### config.mk
export PLATFORM = sky130hd
export DESIGN_NAME = game_tick_scheduler_flat
export DESIGN_NICKNAME = d
export VERILOG_FILES = /design/src/rtl/game_tick_scheduler_pkg.sv /design/src/rtl/game_tick_scheduler_if.sv /design/src/rtl/game_tick_scheduler_sched_channel.sv /design/src/rtl/game_tick_scheduler.sv /design/src/flat_wrapper.sv
export SDC_FILE = /design/constraint.sdc
export NUM_CORES = 1
export LEC_CHECK = 0
export BUFFER_PORTS_ARGS = -buffer_cell sky130_fd_sc_hd__buf_4
export CORE_ASPECT_RATIO = 1.75
export CORE_MARGIN = 4
export CORE_UTILIZATION = 30
export CTS_CLUSTER_DIAMETER = 200
export DETAILED_ROUTE_END_ITERATION = 8
export PLACE_DENSITY = 0.47
export SLEW_MARGIN = 0
export SYNTH_ARGS = -nofsm -noshare
export SYNTH_HDL_FRONTEND = slang
export SYNTH_SLANG_ARGS = --single-unit
### constraint.sdc
create_clock -name clk_100mhz -period 2.95 [get_ports clk_100mhz]
set_input_delay 0.295 -clock clk_100mhz [delete_from_list [all_inputs] [get_ports clk_100mhz]]
set_output_delay 0.295 -clock clk_100mhz [all_outputs]
set_load 0.005 [all_outputs]
### src/rtl/game_tick_scheduler_pkg.sv
// Shared state encoding, channel sizing and reset periods for the tick scheduler.
package game_tick_scheduler_pkg;

   localparam int NCH = 4;
   localparam int PW  = 8;
   localparam int SW  = $clog2(NCH);

   localparam logic [1:0] ST_IDLE  = 2'd0;
   localparam logic [1:0] ST_RUN   = 2'd1;
   localparam logic [1:0] ST_PAUSE = 2'd2;

   typedef logic [PW-1:0] period_t;

   localparam period_t P0 = 8'd5;
   localparam period_t P1 = 8'd2;
   localparam period_t P2 = 8'd100;
   localparam period_t P3 = 8'd50;

   function automatic period_t rst_period(input int ch);
      case (ch)
         0:       return P0;
         1:       return P1;
         2:       return P2;
         default: return P3;
      endcase
   endfunction

endpackage

### src/rtl/game_tick_scheduler_if.sv
// Command, config and status bundle between the scheduler and its host.
interface game_tick_scheduler_if
   import game_tick_scheduler_pkg::*;
#(
   parameter int ELW = 16
);
   logic           tick_10ms;
   logic           start;
   logic           pause;
   logic           stop;
   logic           cfg_we;
   logic [SW-1:0]  cfg_sel;
   period_t        cfg_period;
   logic [NCH-1:0] fire;
   logic           running;
   logic           paused;
   logic [ELW-1:0] elapsed;

   modport master (
      output tick_10ms, start, pause, stop, cfg_we, cfg_sel, cfg_period,
      input  fire, running, paused, elapsed
   );

   modport slave (
      input  tick_10ms, start, pause, stop, cfg_we, cfg_sel, cfg_period,
      output fire, running, paused, elapsed
   );
endinterface

### src/rtl/game_tick_scheduler_sched_channel.sv
// One periodic task channel: period register, tick counter and registered fire pulse.
// Fire appears one cycle after the qualifying tick; no backpressure.
module sched_channel
   import game_tick_scheduler_pkg::*;
#(
   parameter period_t P_RST = 8'd1
) (
   input  logic    clk_100mhz,
   input  logic    rst_n,
   input  logic    tick_i,
   input  logic    clr_i,
   input  logic    cfg_we_i,
   input  period_t cfg_period_i,
   output logic    fire_o
);

   period_t period_q, period_d;
   period_t cnt_q, cnt_d;
   logic    fire_q, fire_d;

   always_comb begin
      period_d = period_q;
      cnt_d    = cnt_q;
      fire_d   = 1'b0;
      if (cfg_we_i) begin
         // A config write restarts the channel and swallows this cycle's tick.
         period_d = cfg_period_i;
         cnt_d    = '0;
      end else if (tick_i && (period_q != '0)) begin
         if (cnt_q == period_q - period_t'(1)) begin
            cnt_d  = '0;
            fire_d = 1'b1;
         end else begin
            cnt_d = cnt_q + period_t'(1);
         end
      end
      if (clr_i) begin
         cnt_d = '0;
      end
   end

   always_ff @(posedge clk_100mhz) begin
      if (!rst_n) begin
         period_q <= P_RST;
         cnt_q    <= '0;
         fire_q   <= 1'b0;
      end else begin
         period_q <= period_d;
         cnt_q    <= cnt_d;
         fire_q   <= fire_d;
      end
   end

   assign fire_o = fire_q;

endmodule

### src/rtl/game_tick_scheduler.sv
// RUN/PAUSE/IDLE gate over the 10 ms strobe feeding NCH periodic step channels and
// a saturating elapsed counter; all outputs registered, one cycle after the tick.
module game_tick_scheduler
   import game_tick_scheduler_pkg::*;
#(
   parameter int ELW = 16
) (
   input  logic                  clk_100mhz,
   input  logic                  rst_n,
   game_tick_scheduler_if.slave  bus
);

   localparam logic [ELW-1:0] EL_MAX = '1;

   logic [1:0]     state_q, state_d;
   logic [ELW-1:0] elapsed_q, elapsed_d;
   logic           running_q, paused_q;
   logic           fresh;
   logic           clr;
   logic           tick_run;
   logic [NCH-1:0] fire;

   always_comb begin
      state_d = state_q;
      fresh   = 1'b0;
      if (bus.stop) begin
         state_d = ST_IDLE;
      end else begin
         // pause outranks start even where pause itself has no effect
         case (state_q)
            ST_IDLE:  if (!bus.pause && bus.start) begin
                         state_d = ST_RUN;
                         fresh   = 1'b1;
                      end
            ST_RUN:   if (bus.pause) state_d = ST_PAUSE;
            ST_PAUSE: if (!bus.pause && bus.start) state_d = ST_RUN;
            default:  state_d = ST_IDLE;
         endcase
      end
   end

   // Qualified on the registered state, so a tick alongside pause/stop still counts.
   assign tick_run = bus.tick_10ms && (state_q == ST_RUN);
   assign clr      = bus.stop || fresh;

   always_comb begin
      elapsed_d = elapsed_q;
      if (fresh) begin
         elapsed_d = '0;
      end else if (tick_run && (elapsed_q != EL_MAX)) begin
         elapsed_d = elapsed_q + 1'b1;
      end
   end

   always_ff @(posedge clk_100mhz) begin
      if (!rst_n) begin
         state_q   <= ST_IDLE;
         elapsed_q <= '0;
         running_q <= 1'b0;
         paused_q  <= 1'b0;
      end else begin
         state_q   <= state_d;
         elapsed_q <= elapsed_d;
         running_q <= (state_d == ST_RUN);
         paused_q  <= (state_d == ST_PAUSE);
      end
   end

   for (genvar g = 0; g < NCH; g++) begin : g_ch
      sched_channel #(
         .P_RST (rst_period(g))
      ) u_ch (
         .clk_100mhz   (clk_100mhz),
         .rst_n        (rst_n),
         .tick_i       (tick_run),
         .clr_i        (clr),
         .cfg_we_i     (bus.cfg_we && (bus.cfg_sel == SW'(g))),
         .cfg_period_i (bus.cfg_period),
         .fire_o       (fire[g])
      );
   end

   assign bus.fire    = fire;
   assign bus.running = running_q;
   assign bus.paused  = paused_q;
   assign bus.elapsed = elapsed_q;

endmodule
### src/flat_wrapper.sv
// flat-port wrapper written by rule: the top's interface ports become plain ports
module game_tick_scheduler_flat import game_tick_scheduler_pkg::*;
#(
   parameter int ELW = 16
)
  (clk_100mhz, rst_n, bus_tick_10ms, bus_start, bus_pause, bus_stop, bus_cfg_we, bus_cfg_sel, bus_cfg_period, bus_fire, bus_running, bus_paused, bus_elapsed);
  game_tick_scheduler_if #(.ELW(ELW)) bus_i ();
  input  logic clk_100mhz;
  input  logic rst_n;
  input wire logic [$bits(bus_i.tick_10ms)-1:0] bus_tick_10ms;
  input wire logic [$bits(bus_i.start)-1:0] bus_start;
  input wire logic [$bits(bus_i.pause)-1:0] bus_pause;
  input wire logic [$bits(bus_i.stop)-1:0] bus_stop;
  input wire logic [$bits(bus_i.cfg_we)-1:0] bus_cfg_we;
  input wire logic [$bits(bus_i.cfg_sel)-1:0] bus_cfg_sel;
  input wire logic [$bits(bus_i.cfg_period)-1:0] bus_cfg_period;
  output wire logic [$bits(bus_i.fire)-1:0] bus_fire;
  output wire logic [$bits(bus_i.running)-1:0] bus_running;
  output wire logic [$bits(bus_i.paused)-1:0] bus_paused;
  output wire logic [$bits(bus_i.elapsed)-1:0] bus_elapsed;
  assign bus_i.tick_10ms = bus_tick_10ms;
  assign bus_i.start = bus_start;
  assign bus_i.pause = bus_pause;
  assign bus_i.stop = bus_stop;
  assign bus_i.cfg_we = bus_cfg_we;
  assign bus_i.cfg_sel = bus_cfg_sel;
  assign bus_i.cfg_period = bus_cfg_period;
  assign bus_fire = bus_i.fire;
  assign bus_running = bus_i.running;
  assign bus_paused = bus_i.paused;
  assign bus_elapsed = bus_i.elapsed;
  game_tick_scheduler #(.ELW(ELW)) u_core (.clk_100mhz(clk_100mhz), .rst_n(rst_n), .bus(bus_i));
endmodule
-- After elaboration in Yosys (flattened, before gate mapping)
Index checks and enable logic that the tools add are counted.
- memory bits (writable): 0
- bits of input ports: 17
- latch bits: 0
- memories kept: 0
- word-level logic and storage cells: 86
- register bits after elaboration: 88
- output and inout bits: 22
- memory bits (read-only): 0
- shift operators: 0
- mux-type cells: 15
- $lt $le $gt $ge: 0
- multipliers: 0
- equality and inequality tests: 12
- bitwise operators: 5
- divide/modulo/power cells: 0
- add/subtract/negate cells: 9
- reductions and logical operators: 29
- operators with widths (cell ; number):
    $add A8 B1 Y8 const B ; 4
    $eq A8 B8 Y1 ; 4
    $mux W8 ; 4
    $reduce_bool A8 Y1 ; 4
    $sub A8 B1 Y8 const B ; 4
    $reduce_or A3 Y1 ; 8
    $add A16 B1 Y16 const B ; 1
    $ne A16 B16 Y1 const B ; 1
    $logic_and A1 B1 Y1 ; 11
    $eq A2 B2 Y1 const B ; 4
    $mux W1 ; 7
    $eq A2 B1 Y1 const B ; 3
    $mux W2 ; 3
    $not A1 Y1 ; 5
    $logic_not A2 Y1 ; 2
    $pmux W2 S2 ; 1
    $reduce_or A2 Y1 ; 2
    $logic_not A1 Y1 ; 1
    $logic_or A1 B1 Y1 ; 1

-- Depth between registers and ports, before layout
Gate-level depths: netlist (run 1).
- word-level depth: 7
- depth in mapped cells: 10
- gate-level depth less buffers: 8

-- By module
From an unflattened synthesis (run 1), not the netlist that was laid out.
- cell total of the unflattened synthesis: 559
- area total of the unflattened synthesis: 5187.5 sq um
- by module, submodules not included (module ; cells each ; area an instance (sq um) ; sequential area each (sq um) ; times used):
    sched_channel at u_core.g_ch[0].u_ch ... ; 110 ; 1031.0 ; 340.3 ; 2
    game_tick_scheduler ; 119 ; 1063.5 ; 400.4 ; 1
    sched_channel at u_core.g_ch[1].u_ch ; 110 ; 1033.5 ; 340.3 ; 1
    sched_channel at u_core.g_ch[3].u_ch ; 110 ; 1028.5 ; 340.3 ; 1

-- Worst setup path after synthesis (run 1)
Ideal clock, no wire load.
- kind: flip-flop to flip-flop
- from: reg u_core.g_ch[1].u_ch.period_q[0]
- to: reg u_core.g_ch[1].u_ch.cnt_q[1]
- path slack: 0.623 ns
- data arrival time: 2.210 ns
- data required time: 2.833 ns
- buffers on the path: 2
- setup time: 0.117 ns
- cell stages (with the launch flop): 11
- clock period less this slack: 2.327 ns
- cells stage by stage: dfxtp_1 -> clkbuf_1 -> inv_1 -> ha_1 -> buf_1 -> o21bai_1 -> a211oi_1 -> a211oi_1 -> o22a_1 -> or3_1 -> a32o_1
- cells in the longest elaborated chain, start to end: 3
- elaborated cells on any way between the ends: 5
- those cells by class: add/sub: 1; eq/ne: 1; mux: 1; reduce/logical: 2
- RTL lines (element ; line ; text):
    from (decl) ; game_tick_scheduler_sched_channel.sv:17 ; period_t period_q, period_d;
    from (signal assigned) ; game_tick_scheduler_sched_channel.sv:48 ; period_q <= period_d;
    $sub A8 B1 Y8 ; game_tick_scheduler_sched_channel.sv:30 ; if (cnt_q == period_q - period_t'(1)) begin
    $eq A8 B8 Y1 ; game_tick_scheduler_sched_channel.sv:30 ;
    $mux W8 ; game_tick_scheduler_sched_channel.sv:30 ;
    to (signal assigned) ; game_tick_scheduler_sched_channel.sv:49 ; cnt_q <= cnt_d;
    to (decl) ; game_tick_scheduler_sched_channel.sv:18 ; period_t cnt_q, cnt_d;
Several ways; a longest one is shown, not always the timed one.
A chain may end at the register's enable or synchronous reset.

-- Worst setup path after layout (run 1)
- from: reg u_core.g_ch[1].u_ch.period_q[0]
- to: reg u_core.g_ch[1].u_ch.cnt_q[6]
The elaborated chain is that of the path after synthesis.

==> impl_metrics.tcl, run 1 <==
set metrics [dict create \
    p_switching_uw 633.1 \
    reg2reg_slack_ps 560 \
    cp.depth 8 \
    avgSynthCellArea_um2 8.342 \
    antenna_found_initial 0 \
    yosysTopAreaCellShare_pct 37.18 \
    cp_top_family "compound AO/OA/AOI/OAI gates" \
    cts_tree "yes" \
    drv_cap 0 \
    die_w_um 103 \
    path_buf_inv 1 \
    die_h_um 174.3 \
    antennaDiodeCount 0 \
    critPathRequiredTime_ps 3160 \
    cts_root_buf "clkbuf_16" \
    crit_top_cell "a211oi_1" \
    setup_viol 0 \
    area_growth_pct 16.27 \
    vias_per_cell 5.006 \
    start_kind "flop" \
    finalMaxSlewViolations 0 \
    finalCritPeriodShare_pct 80.87 \
    crit_path_max_incr_delay_ps 540 \
    min_path_type "input port to flop" \
    crit_chain "inv_1, ha_1, o21bai_1, a211oi_1, a211oi_1, o22a_1, nor4_2, nor2_1" \
    grt_max_degree 39 \
    period_minus_slack_ps 2386 \
    critPathMaxFanout 8 \
    sw_frac_of_total_pct 24.33 \
    finalInstanceArea_mm2 0.005509 \
    status "completed" \
    rsz0062_at_grt "no" \
    finalClockSkew_ps 8.771 \
    ys_async_sr_fraction_pct 0 \
    io_buffers 38 \
    synth_flop_cell "dfxtp_1" \
    combPwrFrac_pct 7.3 \
    htree_levels 3 \
    critPathArrivalTime_ps 2600 \
    grt_pass1_wl_mm 19.07 \
    cpMaxStageDelayCell "nor4_2" \
    rr_startpoint "u_core.g_ch[1].u_ch.period_q[0]$_SDFFE_PN0P_" \
    die_area_mm2 0.01795 \
    first_pass_iters 4 \
    drt.antenna.violating_nets 0 \
    endpoint_kind "flop" \
    power_density_mw_per_mm2 472.4 \
    core-area_mm2 0.01546 \
    wl_mm 11.61 \
    synth_top_area_cell "dfxtp_1" \
    first_global_vias 3919 \
    seq_power_share_pct 47.3 \
    r2r_cells 8 \
    vdd_drop_max_mv 0.2386 \
    nets 630 \
    crit_type "flop to flop" \
    synth_seq_cells 88 \
    path_clk_slew_ps 70 \
    leakagePower_nw 2.067 \
    holdBufCountCts 0 \
    initial_core_util_pct 30.64 \
    whs_ps 148.0 \
    synth_edf_count 0 \
    routabilityCongestion 0.8012 \
    cts_resized 0 \
    post_cts_buffers 0 \
    clkLatencyLatePin_ps 350 \
    crit_path_end "u_core.g_ch[1].u_ch.cnt_q[6]$_SDFFE_PP0P_" \
    grtUsageTotal_pct 13.51 \
    max_freq_mhz 419.2 \
    n_fill_cell 1629 \
    clkPwrFrac_pct 45.4 \
    drive_above_1_share_pct 11.40 \
    ys_top_cells_by_area "dfxtp_1 (37%), xor2_1 (7.2%), xnor2_1 (6.5%)" \
    ios 39 \
    post_dp_cell_area_mm2 0.005201 \
    tightest_slew_ps 698.2 \
    syn-instance-count 568 \
    numCtsBuffers 9 \
    placed_cells_incl_taps 775 \
    yosysMostFrequentCell "dfxtp_1" \
    wl_per_cell_um 14.68 \
    cts_max_path_buffers 2 \
    vias 3960 \
    setup_tns_ps 0 \
    max-slew-margin-rel_pct 52.84 \
    dpl.hpwl_mm 8.819 \
    startpoint "u_core.g_ch[1].u_ch.period_q[0]$_SDFFE_PN0P_" \
    synth_nets 598 \
    netlist_area_mm2 0.004738 \
    hold_violations 0 \
    p_int_mw 1.969 \
    rows 60 \
    ys_types 54 \
    r2r_end "u_core.g_ch[1].u_ch.cnt_q[6]$_SDFFE_PP0P_" \
    ys_seq_area_share_pct 37.18 \
    clock-sinks 88 \
    drt-initial-drc-count 112 \
    overflow 0 \
    stdcell_count 791 \
    synthTopCellsByCount "dfxtp_1 (88), nand2_1 (72), nor2_1 (62), xor2_1 (39), xnor2_1 (35)" \
    drc_errors 0 \
    ys_warn_count 0 \
]
area by class of cell:
class	instances	area [um^2]	share of cell area [%]
well taps	186	232.7	4.224
repair buffers	43	322.8	5.860
inverters	19	71.32	1.295
clock inverters	6	68.82	1.249
flip-flops and latches	88	1762	31.98
multi-input cells	439	2813	51.06
clock buffers	10	239.0	4.338
placed cells by master (no fill, tap or decap), drive strengths merged, types with 3 or more instances in the layout:
cell type,n
clkbuf,10
dfxtp,88
and3,9
and2,3
nor3,11
nor3b,4
nand3,25
nor2,62
ha,13
nand3b,5
buf,43
nor2b,19
a21oi,14
a211oi,4
o21bai,4
nand4,21
o31ai,3
a21boi,10
o21a,3
clkinvlp,4
nand2,73
o211ai,4
or4,3
xnor2,35
mux2i,15
nor4b,3
xor2,39
a31oi,3
nor4,4
nand2b,5
or3,9
o21ai,12
inv,19
power groups by stage:
stage	combinational [mW]	sequential (mW)	clock, mW
after global placement	0.190	1.26	0
after global routing	0.214	1.23	1.26
after detailed placement	0.191	1.26	0
final	0.189	1.23	1.18
after floorplan	0.130	1.25	0
after CTS	0.192	1.23	1.22
registers in the layout, summed over array words and instances (netlist names):
register,count
u_core.g_ch.u_ch.period_q,32
u_core.bus.elapsed,16
u_core.bus.paused,1
u_core.g_ch.u_ch.cnt_q,32
u_core.bus.running,1
u_core.g_ch.u_ch.fire_o,4
u_core.state_q,2
worst register-to-register path, stage by stage (launching register included):
cell and delay [ps]:
dfxtp_1 450, inv_1 110, ha_1 320, o21bai_1 190
a211oi_1 250, a211oi_1 80, o22a_1 200, nor4_2 540
nor2_1 110
kinds of logic (layout without fill, tap and decap cells):
group,Yosys count,in the layout,share of synthesized area [%]
adder cells (fa/ha/maj),13,13,3.433
XOR/XNOR,74,74,13.68
AO/OA/AOI/OAI,72,72,10.67
multiplexers,15,15,3.169
flip-flops,88,88,37.18
buffers and inverters,41,78,3.565
AND/OR/NAND/NOR,265,265,28.31
metal layers:
metal | global-route usage, % | up-vias | part of all wire (%)
met4 | 5.402 | 0 | 2.1
met2 | 24.68 | 55 | 54
li1 | - | 2015 | -
met3 | 2.289 | 17 | 3.3
met5 | 0 | - | 0
met1 | 14.94 | 1873 | 41
worst min-delay path by stage:
stage                                                    from                                   endpoint  slack, ps  depth (start not counted)
global placement    u_core.g_ch[3].u_ch.cnt_q[1]$_SDFFE_PP0P_  u_core.g_ch[3].u_ch.cnt_q[1]$_SDFFE_PP0P_        490                          2
floorplan                                           bus_pause              u_core.bus.running$_SDFF_PN0_        380                          1
global route                                        bus_pause               u_core.state_q[0]$_SDFF_PN0_        150                          2
CTS                                                 bus_pause              u_core.bus.running$_SDFF_PN0_        140                          2
finish                                              bus_pause              u_core.bus.running$_SDFF_PN0_        150                          2
detailed placement                                  bus_pause              u_core.bus.running$_SDFF_PN0_        490                          2
per-stage QoR:
| step | power [mW] | util, % | worst slack, ps |
|---|---|---|---|
| 2_1_floorplan | 1.379 | - | 622.8 |
| 3_3_place_gp | 1.447 | 33.63 | 653.9 |
| 3_5_place_dp | 1.449 | 33.63 | 568.2 |
| 4_1_cts | 2.647 | 35.62 | 554.3 |
| 5_1_grt | 2.709 | 35.62 | 356.0 |
| 6_report | 2.602 | 35.62 | 564.5 |
(Power assumes the default switching activity.)
==> run 2, diff against run 1 <==
--- a/config.mk
+++ b/config.mk
@@ -5,13 +5,14 @@
 export SDC_FILE = /design/constraint.sdc
 export NUM_CORES = 1
 export LEC_CHECK = 0
+export ABC_AREA = 1
 export BUFFER_PORTS_ARGS = -buffer_cell sky130_fd_sc_hd__buf_4
 export CORE_ASPECT_RATIO = 1.75
 export CORE_MARGIN = 4
 export CORE_UTILIZATION = 30
 export CTS_CLUSTER_DIAMETER = 200
 export DETAILED_ROUTE_END_ITERATION = 8
-export PLACE_DENSITY = 0.47
+export PLACE_DENSITY = 0.48
 export SLEW_MARGIN = 0
 export SYNTH_ARGS = -nofsm -noshare
 export SYNTH_HDL_FRONTEND = slang
==> constraint.sdc (replaced) <==
create_clock -name clk_100mhz -period 2 [get_ports clk_100mhz]
set_input_delay 0.2 -clock clk_100mhz [delete_from_list [all_inputs] [get_ports clk_100mhz]]
set_output_delay 0.2 -clock clk_100mhz [all_outputs]
set_load 0.005 [all_outputs]
==> impl_metrics.tcl, run 2 <==
set metrics [dict create \
    n_fill_cell 1863 \
    power_density_mw_per_mm2 653.7 \
    cp_top_family "simple AND/OR/NAND/NOR gates" \
    drive_above_1_share_pct 13.75 \
    core-area_mm2 0.01695 \
    syn-instance-count 752 \
    synth_top_area_cell "dfxtp_1" \
    drt.antenna.violating_nets 0 \
    path_buf_inv 0 \
    crit_top_cell "nand2_1" \
    dpl.hpwl_mm 10.56 \
    synth_nets 782 \
    met3_usage_pct 2.419 \
    netlist_area_mm2 0.005175 \
    clkPwrFrac_pct 43.6 \
    die_h_um 181.7 \
    stdcell_count 1020 \
    fin_util_pct 35.27 \
    rows 63 \
    grt-busiest-layer "met2" \
    antenna_found_initial 0 \
    ys_seq_area_share_pct 34.04 \
    grt_max_degree 34 \
    first_pass_iters 6 \
    placed_cells_incl_taps 1005 \
    critPathMaxFanout 17 \
    finalInstanceArea_mm2 0.005977 \
    clkLatencyLatePin_ps 340 \
    use_met1_pct 15.45 \
    hold_violations 0 \
    final_common_cell "nand2_1" \
    layout_common_cells "nand2_1 (156), nor2_1 (117), inv_1 (93)" \
    setup_tns_ps 0 \
    drt-initial-drc-count 145 \
    cpMaxStageDelayCell "dfxtp_1" \
    status "completed" \
    numCtsBuffers 9 \
    crit_chain "ha_1, nand3_2, nor2_2, nand3_1, nand2_4, nor2_1, nand2_1, nand2_1, and3_1" \
    drv_cap 0 \
    tightest_slew_ps 516.1 \
    start_kind "flop" \
    finalClockSkew_ps 10.14 \
    sw_frac_of_total_pct 25.96 \
    p_int_mw 2.893 \
    crit_path_max_incr_delay_ps 410 \
    nets 819 \
    synthTopCellsByCount "nand2_1 (156), nor2_1 (117), inv_1 (93), dfxtp_1 (88), o21ai_0 (41)" \
    seq_power_share_pct 46.6 \
    cts_tree "yes" \
    vias_per_cell 4.498 \
    area_growth_pct 15.50 \
    finalMaxSlewViolations 0 \
    die_w_um 107.3 \
    leakagePower_nw 2.545 \
    ys_types 40 \
    htree_levels 3 \
    critPathRequiredTime_ps 2230 \
    max_freq_mhz 571.9 \
    routabilityCongestion 0.7952 \
    endpoint_kind "flop" \
    vias 4588 \
    first_global_vias 4687 \
    setup_viol 0 \
    period_minus_slack_ps 1749 \
    die_area_mm2 0.01950 \
    initial_core_util_pct 30.54 \
    ios 39 \
    synth_flop_cell "dfxtp_1" \
    synth_seq_cells 88 \
    ys_top_cells_by_area "dfxtp_1 (34%), nand2_1 (11%), nor2_1 (8.5%)" \
    min_path_type "input port to flop" \
    wl_per_cell_um 13.09 \
    path_clk_slew_ps 60 \
    ys_async_sr_fraction_pct 0 \
    grtUsageTotal_pct 14.56 \
    yosysMostFrequentCell "nand2_1" \
    combPwrFrac_pct 9.8 \
    ys_warn_count 0 \
    synth_edf_count 0 \
    grt_pass1_wl_mm 22.59 \
    cts_max_path_buffers 2 \
    drc_errors 0 \
    dp_slack_ps 247.0 \
    max-slew-margin-rel_pct 65.48 \
    io_buffers 38 \
    holdBufCountCts 0 \
    critPathArrivalTime_ps 1980 \
    overflow 0 \
    wl_mm 13.35 \
    finalCritPeriodShare_pct 87.43 \
    cts_root_buf "clkbuf_16" \
    clock-sinks 88 \
    yosysTopAreaCellShare_pct 34.04 \
    crit_type "flop to flop" \
    post_dp_cell_area_mm2 0.005682 \
    cts_resized 0 \
    grt_util_met2_pct 27.84 \
    post_cts_buffers 0 \
    rsz0062_at_grt "no" \
    avgSynthCellArea_um2 6.882 \
    p_switching_mw 1.014 \
    vdd_drop_max_mv 0.3640 \
    antennaDiodeCount 0 \
    setup_ws_ps 251.4 \
]
-- run 2: cell count changes after synthesis, moves of 10 or more --
cell      change
nor2b_1      -19
clkbuf_1     -13
nand2_1      +84
a21oi_1      +16
mux2i_1      -15
o21ai_0      +33
nor2_1       +55
inv_1        +74
a21boi_0     -10
xnor2_1      -14
nand3_1      +13
inv_2        +12
-- run 2: cell families (layout without fill, tap and decap cells) --
family,after synthesis,after routing,synth area share [%]
flops,88,88,34.04
buf+inv,123,164,9.719
fa+ha+maj,13,13,3.143
simple gates,389,389,34.74
compound gates,85,85,9.212
xor+xnor,54,54,9.139
-- run 2: worst reg2reg max path: stages (launching register included) --
cell	delay [ps]
dfxtp_1	410
ha_1	260
nand3_2	120
nor2_2	180
nand3_1	140
nand2_4	190
nor2_1	110
nand2_1	70
nand2_1	40
and3_1	130
-- run 2: final cells by class --
cell class | count | area (um^2) | area share [%]
multi-input cells | 541 | 2910 | 48.69
flip-flops and latches | 88 | 1762 | 29.47
inverters | 106 | 402.9 | 6.741
repair buffers | 43 | 322.8 | 5.401
well taps | 227 | 284.0 | 4.752
clock buffers | 9 | 225.2 | 3.768
clock inverters | 6 | 70.07 | 1.172
-- run 2: final timing paths --
path / to / depth (start not counted) / start / slack, ps
hold / removal: u_core.state_q[0]$_SDFF_PN0_ / 2 / bus_stop / 70
hold reg to reg: u_core.g_ch[3].u_ch.period_q[7]$_SDFFE_PN0P_ / 2 / u_core.g_ch[3].u_ch.period_q[7]$_SDFFE_PN0P_ / 490
setup reg to reg: u_core.bus.elapsed[13]$_SDFFE_PP0P_ / 9 / u_core.bus.elapsed[0]$_SDFFE_PP0P_ / 250
setup / recovery: u_core.bus.elapsed[13]$_SDFFE_PP0P_ / 9 / u_core.bus.elapsed[0]$_SDFFE_PP0P_ / 250
-- run 2: per-stage QoR --
step	power, mW	hold slack (ps)
floorplan	2.124	289.4
global placement	2.252	424.8
detailed placement	2.249	418.1
CTS	3.982	62.04
global route	4.112	63.08
finish	3.907	72.13
-- run 2: power groups by stage --
stage	Combinational [mW]	Sequential [mW]	Clock [mW]
global placement	0.389	1.86	0
detailed placement	0.385	1.86	0
CTS	0.388	1.82	1.77
global route	0.438	1.83	1.85
floorplan	0.270	1.85	0
finish	0.381	1.82	1.70
-- run 2: metal layers --
layer | up-vias | part of all wire, %
met3 | 21 | 3.2
met4 | 0 | 2.4
met2 | 76 | 55
met5 | - | 0
li1 | 2450 | -
met1 | 2041 | 39
